===== src/rtl/sdram_access_scheduler.sv =====
// Arbitrates CPU, video fetch and HSYNC-paced refresh onto one SDRAM command port, one word access at a time.
// Grant in IDLE, hold command until mem_ready, ack on mem_done; refresh debt accrues on HSYNC rising edges.
module sdram_access_scheduler #(
    parameter int ADDR_W       = 24,
    parameter int DATA_W       = 16,
    parameter int REF_PER_LINE = 2,
    parameter int DEBT_MAX     = 15,
    parameter int DEBT_URGENT  = 8,
    parameter int VID_RUN_MAX  = 4
) (
    input  logic              clk,
    input  logic              rst,
    input  logic              HSYNC,
    input  logic              cpu_req,
    input  logic              cpu_we,
    input  logic [ADDR_W-1:0] cpu_addr,
    input  logic [DATA_W-1:0] cpu_wdata,
    output logic              cpu_ack,
    output logic [DATA_W-1:0] cpu_rdata,
    input  logic              vid_req,
    input  logic [ADDR_W-1:0] vid_addr,
    output logic              vid_ack,
    output logic [DATA_W-1:0] vid_rdata,
    output logic              mem_valid,
    input  logic              mem_ready,
    output logic [1:0]        mem_cmd,
    output logic [ADDR_W-1:0] mem_addr,
    output logic [DATA_W-1:0] mem_wdata,
    input  logic              mem_done,
    input  logic [DATA_W-1:0] mem_rdata
);
    localparam int DEBT_W = $clog2(DEBT_MAX + 1);
    localparam int RUN_W  = $clog2(VID_RUN_MAX + 1);
    localparam logic [DEBT_W+1:0] DEBT_INC = REF_PER_LINE[DEBT_W+1:0];
    localparam logic [DEBT_W-1:0] DEBT_SAT = DEBT_MAX[DEBT_W-1:0];
    localparam logic [DEBT_W-1:0] DEBT_HOT = DEBT_URGENT[DEBT_W-1:0];
    localparam logic [RUN_W-1:0]  RUN_SAT  = VID_RUN_MAX[RUN_W-1:0];

    localparam logic [1:0] CMD_READ    = 2'd0;
    localparam logic [1:0] CMD_WRITE   = 2'd1;
    localparam logic [1:0] CMD_REFRESH = 2'd2;

    typedef enum logic [1:0] {S_IDLE, S_ISSUE, S_WAIT} state_t;
    typedef enum logic [1:0] {OWN_NONE, OWN_CPU, OWN_VID, OWN_REF} owner_t;

    state_t              state_q, state_d;
    owner_t              owner_q, owner_d;
    logic [DEBT_W-1:0]   debt_q, debt_d;
    logic [RUN_W-1:0]    vid_run_q, vid_run_d;
    logic                hsync_q, hsync_d;
    logic [1:0]          cmd_q, cmd_d;
    logic [ADDR_W-1:0]   addr_q, addr_d;
    logic [DATA_W-1:0]   wdata_q, wdata_d;
    logic                cpu_ack_q, cpu_ack_d;
    logic                vid_ack_q, vid_ack_d;
    logic [DATA_W-1:0]   cpu_rdata_q, cpu_rdata_d;
    logic [DATA_W-1:0]   vid_rdata_q, vid_rdata_d;

    logic                grant_ref, grant_cpu, grant_vid, ref_done, hs_rise;
    logic [DEBT_W+1:0]   debt_sum;

    always_comb begin
        state_d     = state_q;
        owner_d     = owner_q;
        cmd_d       = cmd_q;
        addr_d      = addr_q;
        wdata_d     = wdata_q;
        cpu_rdata_d = cpu_rdata_q;
        vid_rdata_d = vid_rdata_q;
        cpu_ack_d   = 1'b0;
        vid_ack_d   = 1'b0;
        hsync_d     = HSYNC;
        vid_run_d   = vid_run_q;
        grant_ref   = 1'b0;
        grant_cpu   = 1'b0;
        grant_vid   = 1'b0;
        ref_done    = 1'b0;
        hs_rise     = HSYNC & ~hsync_q;

        case (state_q)
            S_IDLE: begin
                if (debt_q >= DEBT_HOT)                          grant_ref = 1'b1;
                else if (cpu_req && (vid_run_q >= RUN_SAT))      grant_cpu = 1'b1;
                else if (vid_req)                                grant_vid = 1'b1;
                else if (cpu_req)                                grant_cpu = 1'b1;
                else if (debt_q != '0)                           grant_ref = 1'b1;
            end
            S_ISSUE: begin
                if (mem_ready) state_d = S_WAIT;
            end
            S_WAIT: begin
                if (mem_done) begin
                    state_d = S_IDLE;
                    if (owner_q == OWN_CPU) begin
                        cpu_ack_d   = 1'b1;
                        cpu_rdata_d = mem_rdata;
                    end else if (owner_q == OWN_VID) begin
                        vid_ack_d   = 1'b1;
                        vid_rdata_d = mem_rdata;
                    end else if (owner_q == OWN_REF) begin
                        ref_done    = 1'b1;
                    end
                end
            end
            default: state_d = S_IDLE;
        endcase

        // Command fields are captured at grant and stay frozen through ISSUE and WAIT.
        if (grant_ref) begin
            owner_d = OWN_REF;
            cmd_d   = CMD_REFRESH;
            addr_d  = '0;
            wdata_d = '0;
        end else if (grant_cpu) begin
            owner_d = OWN_CPU;
            cmd_d   = cpu_we ? CMD_WRITE : CMD_READ;
            addr_d  = cpu_addr;
            wdata_d = cpu_we ? cpu_wdata : '0;
        end else if (grant_vid) begin
            owner_d = OWN_VID;
            cmd_d   = CMD_READ;
            addr_d  = vid_addr;
            wdata_d = '0;
        end
        if (grant_ref || grant_cpu || grant_vid) state_d = S_ISSUE;

        if (grant_cpu || !cpu_req)                        vid_run_d = '0;
        else if (grant_vid && (vid_run_q < RUN_SAT))      vid_run_d = vid_run_q + 1'b1;

        // Wide sum so a coincident edge and completion net out before saturating.
        debt_sum = {2'b00, debt_q} + (hs_rise ? DEBT_INC : '0);
        if (ref_done) debt_sum = debt_sum - 1'b1;
        debt_d = (debt_sum > {2'b00, DEBT_SAT}) ? DEBT_SAT : debt_sum[DEBT_W-1:0];
    end

    always_ff @(posedge clk) begin
        if (rst) begin
            state_q     <= S_IDLE;
            owner_q     <= OWN_NONE;
            debt_q      <= '0;
            vid_run_q   <= '0;
            hsync_q     <= 1'b0;
            cmd_q       <= '0;
            addr_q      <= '0;
            wdata_q     <= '0;
            cpu_ack_q   <= 1'b0;
            vid_ack_q   <= 1'b0;
            cpu_rdata_q <= '0;
            vid_rdata_q <= '0;
        end else begin
            state_q     <= state_d;
            owner_q     <= owner_d;
            debt_q      <= debt_d;
            vid_run_q   <= vid_run_d;
            hsync_q     <= hsync_d;
            cmd_q       <= cmd_d;
            addr_q      <= addr_d;
            wdata_q     <= wdata_d;
            cpu_ack_q   <= cpu_ack_d;
            vid_ack_q   <= vid_ack_d;
            cpu_rdata_q <= cpu_rdata_d;
            vid_rdata_q <= vid_rdata_d;
        end
    end

    assign mem_valid = (state_q == S_ISSUE);
    assign mem_cmd   = cmd_q;
    assign mem_addr  = addr_q;
    assign mem_wdata = wdata_q;
    assign cpu_ack   = cpu_ack_q;
    assign vid_ack   = vid_ack_q;
    assign cpu_rdata = cpu_rdata_q;
    assign vid_rdata = vid_rdata_q;

endmodule


===== config.mk =====
export PLATFORM = sky130hd
export DESIGN_NAME = sdram_access_scheduler
export DESIGN_NICKNAME = d
export VERILOG_FILES = /design/src/rtl/sdram_access_scheduler.sv
export SDC_FILE = /design/constraint.sdc
export NUM_CORES = 1
export LEC_CHECK = 0
export BUFFER_PORTS_ARGS = -buffer_cell sky130_fd_sc_hd__buf_2
export CAP_MARGIN = 20
export CORE_MARGIN = 1.5
export CORE_UTILIZATION = 40
export CTS_BUF_LIST = sky130_fd_sc_hd__clkbuf_16
export DETAILED_ROUTE_END_ITERATION = 7
export PLACE_DENSITY = 0.71
export REMOVE_ABC_BUFFERS = 1
export SLEW_MARGIN = 20
export SYNTH_ARGS = -nofsm -noshare
export SYNTH_HDL_FRONTEND = slang
export SYNTH_SLANG_ARGS = --single-unit

===== constraint.sdc =====
create_clock -name clk -period 4.3 [get_ports clk]
set_clock_uncertainty 0.2 [all_clocks]
set_input_delay 0.86 -clock clk [delete_from_list [all_inputs] [get_ports clk]]
set_output_delay 0.86 -clock clk [all_outputs]
set_load 0.02 [all_outputs]

==> flow_summary.toml <==
[yosys]
synth-main-ff-cell = "dfxtp_1"
synthTopCellsByArea = "dfxtp_1 52%, mux2i_1 9.4%, nor2_1 6.0%"
synth_area_um2 = 3400
yosys.area.top_type = "dfxtp_1"
yosys_register_bits = 88
synthArstFlopShare_pct = 0
synth_top_area_share_pct = 51.9
syn_inst = 357
ys_seq_area_share_pct = 51.9
avgSynthCellArea_um2 = 9.51
ys_types = 40
synth_edf_count = 0
ys_warn_count = 0

[layout]
n_antenna_cell = 0
layout_common_cells = "164 x buf_2, 88 x dfxtp_1, 54 x nor2_1, 33 x a21oi_1, 32 x mux2i_1"
nNetsFinal = 601
final-seq-area_um2 = 1760
fill_cells = 763
final_area_um2 = 4580
drive_gt1_share_pct = 36.6
syn2layout_area_growth_pct = 34.9
multi_input_area_um2 = 1530
final_common_cell = "buf_2"

[timing]
setup_viol_count_final = 0
timing.final.crit_share_pct = 63.0
period_needed_ns = 2.71
hold_viol_final = 0
setup_tns_ns = 0
worst_pin_slew_ns = 1.07
timing.fmax_mhz = 369
layout_setup_ws_ns = 1.59
finalMaxSlewViolations = 0
rsz0062_at_grt = "no"
max_slew_margin_pct = 28.2

[power]
power_frac_comb_pct = 14.1
pwr_density_cell_nw_per_um2 = 418
leakage_nw = 2.04
seq_power_share_pct = 45.8
power_mw = 1.92
p_int_mw = 1.41
switching_share_pct = 26.6
ir_drop_uv = 232
p_clk_share_pct = 40.1
switchingPower_uw = 510

[grt]
antenna_found_initial = 0
overflow = 0
grt_max_degree = 45
grt_first_pass_wirelength_um = 13300
grt_pass1_vias = 2896
grt_use_total_pct = 19.1

[place]
port_buffers = 164
dp_worst_setup_slack_ns = 1.26
dp_hpwl_um = 6620
dpl_cell_area_um2 = 4290
place.gp.congestion = 0.810

[worst_setup_path]
required_ns = 4.36
cp.arrival_ns = 2.76
worstPathCellList = "buf_2, nor2b_1, ha_1, ha_1, nand3b_1, or4_1, a211o_1, o21ai_1"
critPathMaxStageDelay_ns = 0.51
crit_path_end_kind = "register"
crit_type = "input port to register"
path_max_fanout = 4
slowest_stage = "or4_1"
startpoint_type = "input port"
cp_common_cell = "ha_1"

[detailed_routing]
drcViolationCount = 0
via_per_inst = 5.09
wl_um = 8890
wl_per_cell_um = 14.4
ant_nets = 0
drt_iter0_markers = 66
first_pass_iters = 4
num_vias = 3149

[die]
die_x_um = 95.1
fp-row-count = 33
fp.dieH_um = 95.1
core_area_um2 = 8220
dieArea_um2 = 9050
start_util_pct = 41.3
io_pins = 165

[worst_hold_path]
hold_path_class = "register to register"

[clock_tree]
ctsResizeCount = 0
clk_pin_slew_ns = 0.06
cts_buffer_depth = 2
clock_latency_ns = 0.33
root_buffer = "clkbuf_16"
clock-sinks = 88
cts_setup_buffers = 0
cts_tree = "built"
h-tree-depth = 3
numCtsBuffers = 9
cts_hold_buf = 0

[run_status]
outcome = "finished clean"

[flow_run]
drv_cap = 0
==> path summary, 6_finish.rpt <==
path / start / depth (start not counted) / endpoint / slack [ns]
setup / recovery: HSYNC / 8 / debt_q[3] / 1.59
hold / removal: mem_addr[9] / 2 / mem_addr[9] / 0.25
setup reg to reg: state_q[0] / 4 / mem_addr[16] / 1.96
hold reg to reg: mem_addr[9] / 2 / mem_addr[9] / 0.25
==> per-stage QoR <==
stage	utilization (%)	hold slack [ns]	cells
finish	55.8	0.253	619
global route	55.8	0.275	619
CTS	55.8	0.254	619
detailed placement	52.2	0.245	603
global placement	52.2	0.239	603
floorplan	-	0.235	331
==> cell usage after synthesis, types with 2 or more instances <==
cell type / n
nand3_1: 4
mux2i_1: 32
o221ai_1: 23
clkbuf_1: 18
and3_1: 2
a22oi_1: 16
a21oi_1: 33
inv_1: 4
o21ai_1: 3
nor4_1: 3
or3_1: 3
buf_2: 6
xnor2_1: 2
nor3_2: 2
o21ai_0: 2
ha_1: 4
nor2b_1: 3
dfxtp_1: 88
nand2b_1: 2
nand4_1: 2
nor2_1: 54
nand3b_1: 2
xor2_1: 2
nand4b_1: 2
nand2_1: 30
==> cell type report <==
class / instances / area share [%]
Clock buffer: 9 / 4.92
Clock inverter: 7 / 1.56
Inverter: 4 / 0.328
Multi-Input combinational cell: 239 / 33.5
Sequential cell: 88 / 38.4
Tap cell: 105 / 2.87
Timing Repair Buffer: 167 / 18.4
==> metal layers <==
layer	GRT usage, %	routed length, µm	vias to the layer above
met1	21.8	3660	1419
li1	-	-	1580
met2	31.9	4090	138
met5	0	0	-
met4	7.84	153	0
met3	7.10	978	12
==> power groups by stage <==
stage | clock network (mW) | logic, mW | registers, mW
after detailed placement | 0 | 0.272 | 0.896
final | 0.768 | 0.271 | 0.878
after global placement | 0 | 0.266 | 0.895
after global routing | 0.813 | 0.299 | 0.882
after CTS | 0.783 | 0.273 | 0.878
after floorplan | 0 | 0.113 | 0.929
==> state kept, by name (all words and copies together) (netlist names) <==
name,flops
hsync_q,1
cpu_rdata,16
owner_q,2
vid_rdata,16
vid_run_q,3
mem_addr,24
mem_cmd,2
debt_q,4
mem_wdata,16
vid_ack,1
state_q,2
cpu_ack,1
==> worst max-delay path: cells and delay by family <==
kind	cells	cell delay, ns
and+or+nand+nor	3	0.84
AOI/OAI and AO/OA	2	0.44
adders and majority gates	2	0.52
buffers and inverters	1	0.10
==> kinds of logic after synthesis <==
logic type | Yosys count | share of synthesized area [%]
compound gates | 83 | 16.5
xor+xnor | 4 | 1.03
fa+ha+maj | 4 | 1.47
buf+inv | 30 | 3.87
flops | 88 | 51.9
mux | 33 | 9.76
simple gates | 115 | 15.5
No activity file was read; power rests on OpenSTA's default activity.
